### src/rtl/bk_pkg.sv
// bk_pkg: shared constants, types and helpers for the Brent-Kung operand stage.
//   BK_WIDTH   - default operand width of the adder netlist
//   bk_sum_t   - adder result type (BK_WIDTH+1 bits, MSB is carry-out)
//   interleave - builds the adder input bus: bus[2i]=a[i], bus[2i+1]=b[i]
package bk_pkg;

  localparam int BK_WIDTH = 12;

  typedef logic [BK_WIDTH:0] bk_sum_t;

  function automatic logic [2*BK_WIDTH-1:0] interleave(
    input logic [BK_WIDTH-1:0] a,
    input logic [BK_WIDTH-1:0] b
  );
    logic [2*BK_WIDTH-1:0] bus;
    bus = {(2*BK_WIDTH){1'b0}};
    for (int i = 0; i < BK_WIDTH; i++) begin
      bus[2*i]   = a[i];
      bus[2*i+1] = b[i];
    end
    return bus;
  endfunction

endpackage

### src/rtl/bk_sync_fifo.sv
// bk_sync_fifo: single-clock FIFO with synchronous active-high reset.
// Ports:
//   clk, rst     - clock (rising edge) and synchronous reset
//   push, wdata  - write request and data (ignored while full)
//   pop          - read request (ignored while empty); rdata shows the head
//   full, empty  - occupancy flags
//   level        - number of entries in use (0..DEPTH)
// DEPTH must be a power of two so the pointers wrap naturally.
module bk_sync_fifo
  import bk_pkg::*;
#(
  parameter int DW    = 2 * BK_WIDTH,
  parameter int DEPTH = 2,
  localparam int PW   = (DEPTH > 1) ? $clog2(DEPTH) : 1,
  localparam int LW   = $clog2(DEPTH) + 1
) (
  input  logic          clk,
  input  logic          rst,
  input  logic          push,
  input  logic          pop,
  input  logic [DW-1:0] wdata,
  output logic [DW-1:0] rdata,
  output logic          full,
  output logic          empty,
  output logic [LW-1:0] level
);

  logic [DW-1:0] mem [DEPTH];
  logic [PW-1:0] wr_ptr;
  logic [PW-1:0] rd_ptr;
  logic          push_ok;
  logic          pop_ok;

  assign full    = (level == LW'(DEPTH));
  assign empty   = (level == LW'(0));
  assign push_ok = push && !full;
  assign pop_ok  = pop && !empty;
  assign rdata   = mem[rd_ptr];

  // Storage array: written on accepted pushes only, contents need no reset.
  always_ff @(posedge clk) begin
    if (push_ok && !rst) begin
      mem[wr_ptr] <= wdata;
    end
  end

  // Pointers and occupancy; push and pop together leave the level unchanged.
  always_ff @(posedge clk) begin
    if (rst) begin
      wr_ptr <= PW'(0);
      rd_ptr <= PW'(0);
      level  <= LW'(0);
    end else begin
      if (push_ok) begin
        wr_ptr <= wr_ptr + PW'(1);
      end
      if (pop_ok) begin
        rd_ptr <= rd_ptr + PW'(1);
      end
      case ({push_ok, pop_ok})
        2'b10:   level <= level + LW'(1);
        2'b01:   level <= level - LW'(1);
        default: level <= level;
      endcase
    end
  end

endmodule

### src/rtl/bk_operand_stage.sv
// bk_operand_stage: registered wrapper around an external combinational
// Brent-Kung adder. FIFO -> S1 (operand register driving adder_in) ->
// S2 (result register), with valid/ready handshakes on both sides.
// Ports:
//   clk, rst            - clock and synchronous active-high reset
//   in_valid/in_ready   - operand handshake, in_a/in_b operands
//   adder_in            - registered interleaved bus to the adder
//   adder_out           - combinational adder result (MSB = carry-out)
//   out_valid/out_ready - result handshake, out_sum registered result
//   fifo_level          - input FIFO occupancy
//   carry_count         - saturating count of delivered results with carry set
module bk_operand_stage
  import bk_pkg::*;
#(
  parameter int WIDTH = BK_WIDTH,
  parameter int DEPTH = 2,
  parameter int CNT_W = 16
) (
  input  logic                     clk,
  input  logic                     rst,
  input  logic                     in_valid,
  output logic                     in_ready,
  input  logic [WIDTH-1:0]         in_a,
  input  logic [WIDTH-1:0]         in_b,
  output logic [2*WIDTH-1:0]       adder_in,
  input  logic [WIDTH:0]           adder_out,
  output logic                     out_valid,
  input  logic                     out_ready,
  output logic [WIDTH:0]           out_sum,
  output logic [$clog2(DEPTH):0]   fifo_level,
  output logic [CNT_W-1:0]         carry_count
);

  localparam int DW = 2 * WIDTH;
  localparam logic [CNT_W-1:0] CNT_MAX = {CNT_W{1'b1}};

  logic          fifo_full;
  logic          fifo_empty;
  logic          push;
  logic          s1_valid;
  logic          s1_load;
  logic          s2_load;
  logic [DW-1:0] head;
  logic [DW-1:0] head_bus;

  // in_ready deliberately ignores out_ready and a same-cycle pop, so a full
  // FIFO always refuses; this keeps the ready path short.
  assign in_ready = !rst && !fifo_full;
  assign push     = in_valid && in_ready;
  assign s2_load  = s1_valid && (!out_valid || out_ready);
  assign s1_load  = !fifo_empty && (!s1_valid || s2_load);

  bk_sync_fifo #(
    .DW    (DW),
    .DEPTH (DEPTH)
  ) u_fifo (
    .clk   (clk),
    .rst   (rst),
    .push  (push),
    .pop   (s1_load),
    .wdata ({in_a, in_b}),
    .rdata (head),
    .full  (fifo_full),
    .empty (fifo_empty),
    .level (fifo_level)
  );

  // FIFO entries hold {a, b}; spread them into the adder's interleaved order.
  if (WIDTH == BK_WIDTH) begin : g_pkg_interleave
    assign head_bus = interleave(head[DW-1:WIDTH], head[WIDTH-1:0]);
  end else begin : g_generic_interleave
    // Same bit mapping as the package helper, for non-default widths.
    always_comb begin
      head_bus = {DW{1'b0}};
      for (int i = 0; i < WIDTH; i++) begin
        head_bus[2*i]   = head[WIDTH+i];
        head_bus[2*i+1] = head[i];
      end
    end
  end

  // S1: operand register; adder_in keeps its last value when S1 empties.
  always_ff @(posedge clk) begin
    if (rst) begin
      s1_valid <= 1'b0;
      adder_in <= {DW{1'b0}};
    end else if (s1_load) begin
      s1_valid <= 1'b1;
      adder_in <= head_bus;
    end else if (s2_load) begin
      s1_valid <= 1'b0;
    end else begin
      s1_valid <= s1_valid;
    end
  end

  // S2: result register; holds out_sum while the consumer stalls.
  always_ff @(posedge clk) begin
    if (rst) begin
      out_valid <= 1'b0;
      out_sum   <= {(WIDTH+1){1'b0}};
    end else if (s2_load) begin
      out_valid <= 1'b1;
      out_sum   <= adder_out;
    end else if (out_ready) begin
      out_valid <= 1'b0;
    end else begin
      out_valid <= out_valid;
    end
  end

  // Carry-out counter: counts delivered results only, saturates at all-ones.
  always_ff @(posedge clk) begin
    if (rst) begin
      carry_count <= {CNT_W{1'b0}};
    end else if (out_valid && out_ready && out_sum[WIDTH] && (carry_count != CNT_MAX)) begin
      carry_count <= carry_count + CNT_W'(1);
    end else begin
      carry_count <= carry_count;
    end
  end

endmodule

### config.mk
export PLATFORM = sky130hd
export DESIGN_NAME = bk_operand_stage
export DESIGN_NICKNAME = d
export VERILOG_FILES = /design/src/rtl/bk_pkg.sv /design/src/rtl/bk_sync_fifo.sv /design/src/rtl/bk_operand_stage.sv
export SDC_FILE = /design/constraint.sdc
export NUM_CORES = 1
export LEC_CHECK = 0
export CAP_MARGIN = 20
export CORE_MARGIN = 1.5
export CORE_UTILIZATION = 49
export CTS_CLUSTER_DIAMETER = 80
export DETAILED_ROUTE_END_ITERATION = 8
export PLACE_DENSITY = 0.81
export SLEW_MARGIN = 25
export SYNTH_ARGS = -nofsm -noshare
export SYNTH_HDL_FRONTEND = slang
export SYNTH_SLANG_ARGS = --single-unit
### constraint.sdc
create_clock -name clk -period 2.8 [get_ports clk]
set_input_delay 0.28 -clock clk [delete_from_list [all_inputs] [get_ports clk]]
set_output_delay 0.28 -clock clk [all_outputs]
set_load 0.01 [all_outputs]
==> run metrics <==
Antenna diodes 0; Sw Pwr 1.43 mW; WP data required 3.06 ns; leakage 1.83 nW; antenna violations before repair 0; cell class contributing the biggest share of worst-path delay simple AND/OR/NAND/NOR gates; Clock Path Buffers 2; pin count of the biggest net entering global routing 66; crit path cell chain ha_1 -> and4_1 -> nand2_1 -> nor4_1 -> mux2_2; gr usage total 19.7%; total CTS buffers 9; gpl congestion 0.821; Starting Density 50.3%; clk_lat worst skew 0.37 ns; number of synthesized flops with an enable pin 48; FMAX 492 MHz; syn_area_per_cell 11.9 sq um; area grow syn2layout 31.2%; post-detail-place hpwl 5510 um; Post-synth top flop dfxtp_1; Rows 33; share of the synthesized area in the top cell type 35.0%; non-filler cells, final 551; vias per cell 5.35; Area after DPL 5190 sq um; Clk pin slew, worst setup/hold paths 0.10 ns; gr ovfl total 0; worst r2r src carry_count[0]; Max stage delay on crit path 0.46 ns; # Post-CTS Setup Buffers 0; placed cell count 535; Die Ht 94.6 um; commonest cells in the netlist dfxtp_1, edfxtp_1, nor2_1; Crit Path Category reg2reg; Crit. Startpoint carry_count[0]; drt wl/cell 15.0 um; max-slew violations 0; area leader, netlist edfxtp_1; Final Hold Slack 0.255 ns; Fill cells 615; DRT iter0 DRCs 137; VDD IR max 0.522 mV; DRT Wirelength 8270 um; share of layout cells above drive strength 1 8.74%; synthesis-stage register bit count 107; buffers and inverters on the worst path 0; worst rel slew slack 40.7%; die width 94.6 um; Sw Share 32.5%; Final Critical Period 2.03 ns; H-tree Lvls 3; Distinct cells, synth 43; CTS tree yes; Critical Path Fanout Max 6; syn nets 389; first-pass GRT wire length 13,600 um; routed vias 2,949; Core Area 8180 sq um; Num Clock Sinks 107; Setup TNS Final 0 ns; Ys Warns 0; type of origin of the critical path flop; PD cells 815 nW/um^2; RSZ-0062 raised after global routing false; sequential area share after synthesis 63.7%; most frequent cell after synthesis dfxtp_1; endpoints failing setup 0; max_cap viols 0; Clock Power Share 21.2%; Syn Inst Count 346; period utilisation layout 72.5%; Reg-to-Reg End carry_count[14]; Worst path depth 5; Port-buffer cells 97; Mapped Area 4120 sq um; vias in the first global route 2,849; setup slack, reg-to-reg 0.77 ns; Worst EP arrival 2.29 ns; largest cells by area after synthesis edfxtp_1, dfxtp_1, mux2i_1; Worst Reg2Reg Path Length in Cells 5; DRC Markers 0; Hold Crit Class in2reg; hold buffer count at CTS 0; asr flop ratio synth 0%; clk root buf clkbuf_8; area of the die 8960 sq um; combinational share of power 31.8%; outcome completed; drt first pass iters 4; Hold Violations, Final 0; Util after Layout 66.0%; internal power 2.97 mW; post-route cell area 5400 sq um; slowest CP cell dfxtp_1; Final ANT Viol Nets 0; post-CTS resize count 0; final clock skew 0.00902 ns; Ports 98; Flop pwr share 47.0%; Worst Setup End Kind flop; CP endpoint carry_count[14]; NumNets Final 484; worst-margin pin slew 0.887 ns
## state kept, by name (all words and copies together) (netlist names)
signal / cells
u_fifo.mem: 48
out_valid: 1
u_fifo.wr_ptr: 1
u_fifo.level: 2
u_fifo.rd_ptr: 1
adder_in: 24
out_sum: 13
s1_valid: 1
carry_count: 16
## placed cells by master, fill, tap and decap left out, types with 3 or more instances in the layout
master and count:
nor4_1 3, mux2_2 5, nand3_1 5, mux2i_1 26
nor2b_1 8, xnor2_1 3, or3_1 3, inv_1 6
dfxtp_1 59, a21oi_1 23, clkdlybuf4s50_1 96, buf_4 5
nand2_1 33, edfxtp_1 48, nor2_1 42, a211oi_1 24
clkbuf_8 9
## cell families after synthesis
family                   count (synthesis)  synth area share (%)
AND/OR/NAND/NOR                        119                  15.3
flip-flops                             107                  63.7
AO/OA/AOI/OAI                           57                  8.91
multiplexers                            33                  8.24
buffers and inverters                   24                  2.34
XOR/XNOR                                 4                 0.851
adder cells (fa/ha/maj)                  2                 0.608
## metal layers
metal / share of wire [%] / GRT usage [%]
met1: 42 / 24.7
met2: 50 / 32.7
met3: 6.0 / 4.35
met4: 1.8 / 8.46
met5: 0 / 0
## how the worst min path moves through the flow
stage               start               end  slack (ns)  cells after the start
3_5_place_dp   out_sum[4]        out_sum[4]        0.45                      2
5_1_grt               rst    carry_count[1]        0.26                      4
2_1_floorplan     in_b[0]  u_fifo.mem[0][0]        0.38                      0
4_1_cts               rst    carry_count[1]        0.25                      4
3_3_place_gp   out_sum[8]        out_sum[8]        0.44                      2
6_report              rst    carry_count[1]        0.25                      4
## layout make-up
class                           count  area, sq um  area share, %
Multi-Input combinational cell    215         1410           26.2
Inverter                            6         22.5          0.417
Clock buffer                        9          124           2.29
Timing Repair Buffer              102         1000           18.6
Clock inverter                      7         81.3           1.51
Sequential cell                   107         2620           48.6
Tap cell                          105          131           2.43
## power groups by stage
| stage | Combinational (mW) | Clock (mW) | Sequential [mW] |
|---|---|---|---|
| floorplan | 0.678 | 0 | 2.17 |
| global placement | 1.38 | 0 | 2.09 |
| detailed placement | 1.41 | 0 | 2.10 |
| CTS | 1.41 | 0.951 | 2.07 |
| global route | 1.54 | 1.01 | 2.10 |
| finish | 1.40 | 0.931 | 2.07 |
## worst register-to-register path, stage by stage (launching register included)
cell,delay (ns)
dfxtp_1,0.46
ha_1,0.27
and4_1,0.28
nand2_1,0.17
nor4_1,0.37
mux2_2,0.38
## stage by stage
step / total power, mW / setup WS, ns
floorplan: 2.85 / 0.668
global placement: 3.47 / 0.664
detailed placement: 3.51 / 0.600
CTS: 4.44 / 0.820
global route: 4.66 / 0.649
finish: 4.40 / 0.769
Note: power is estimated with default switching activity, not from simulation.
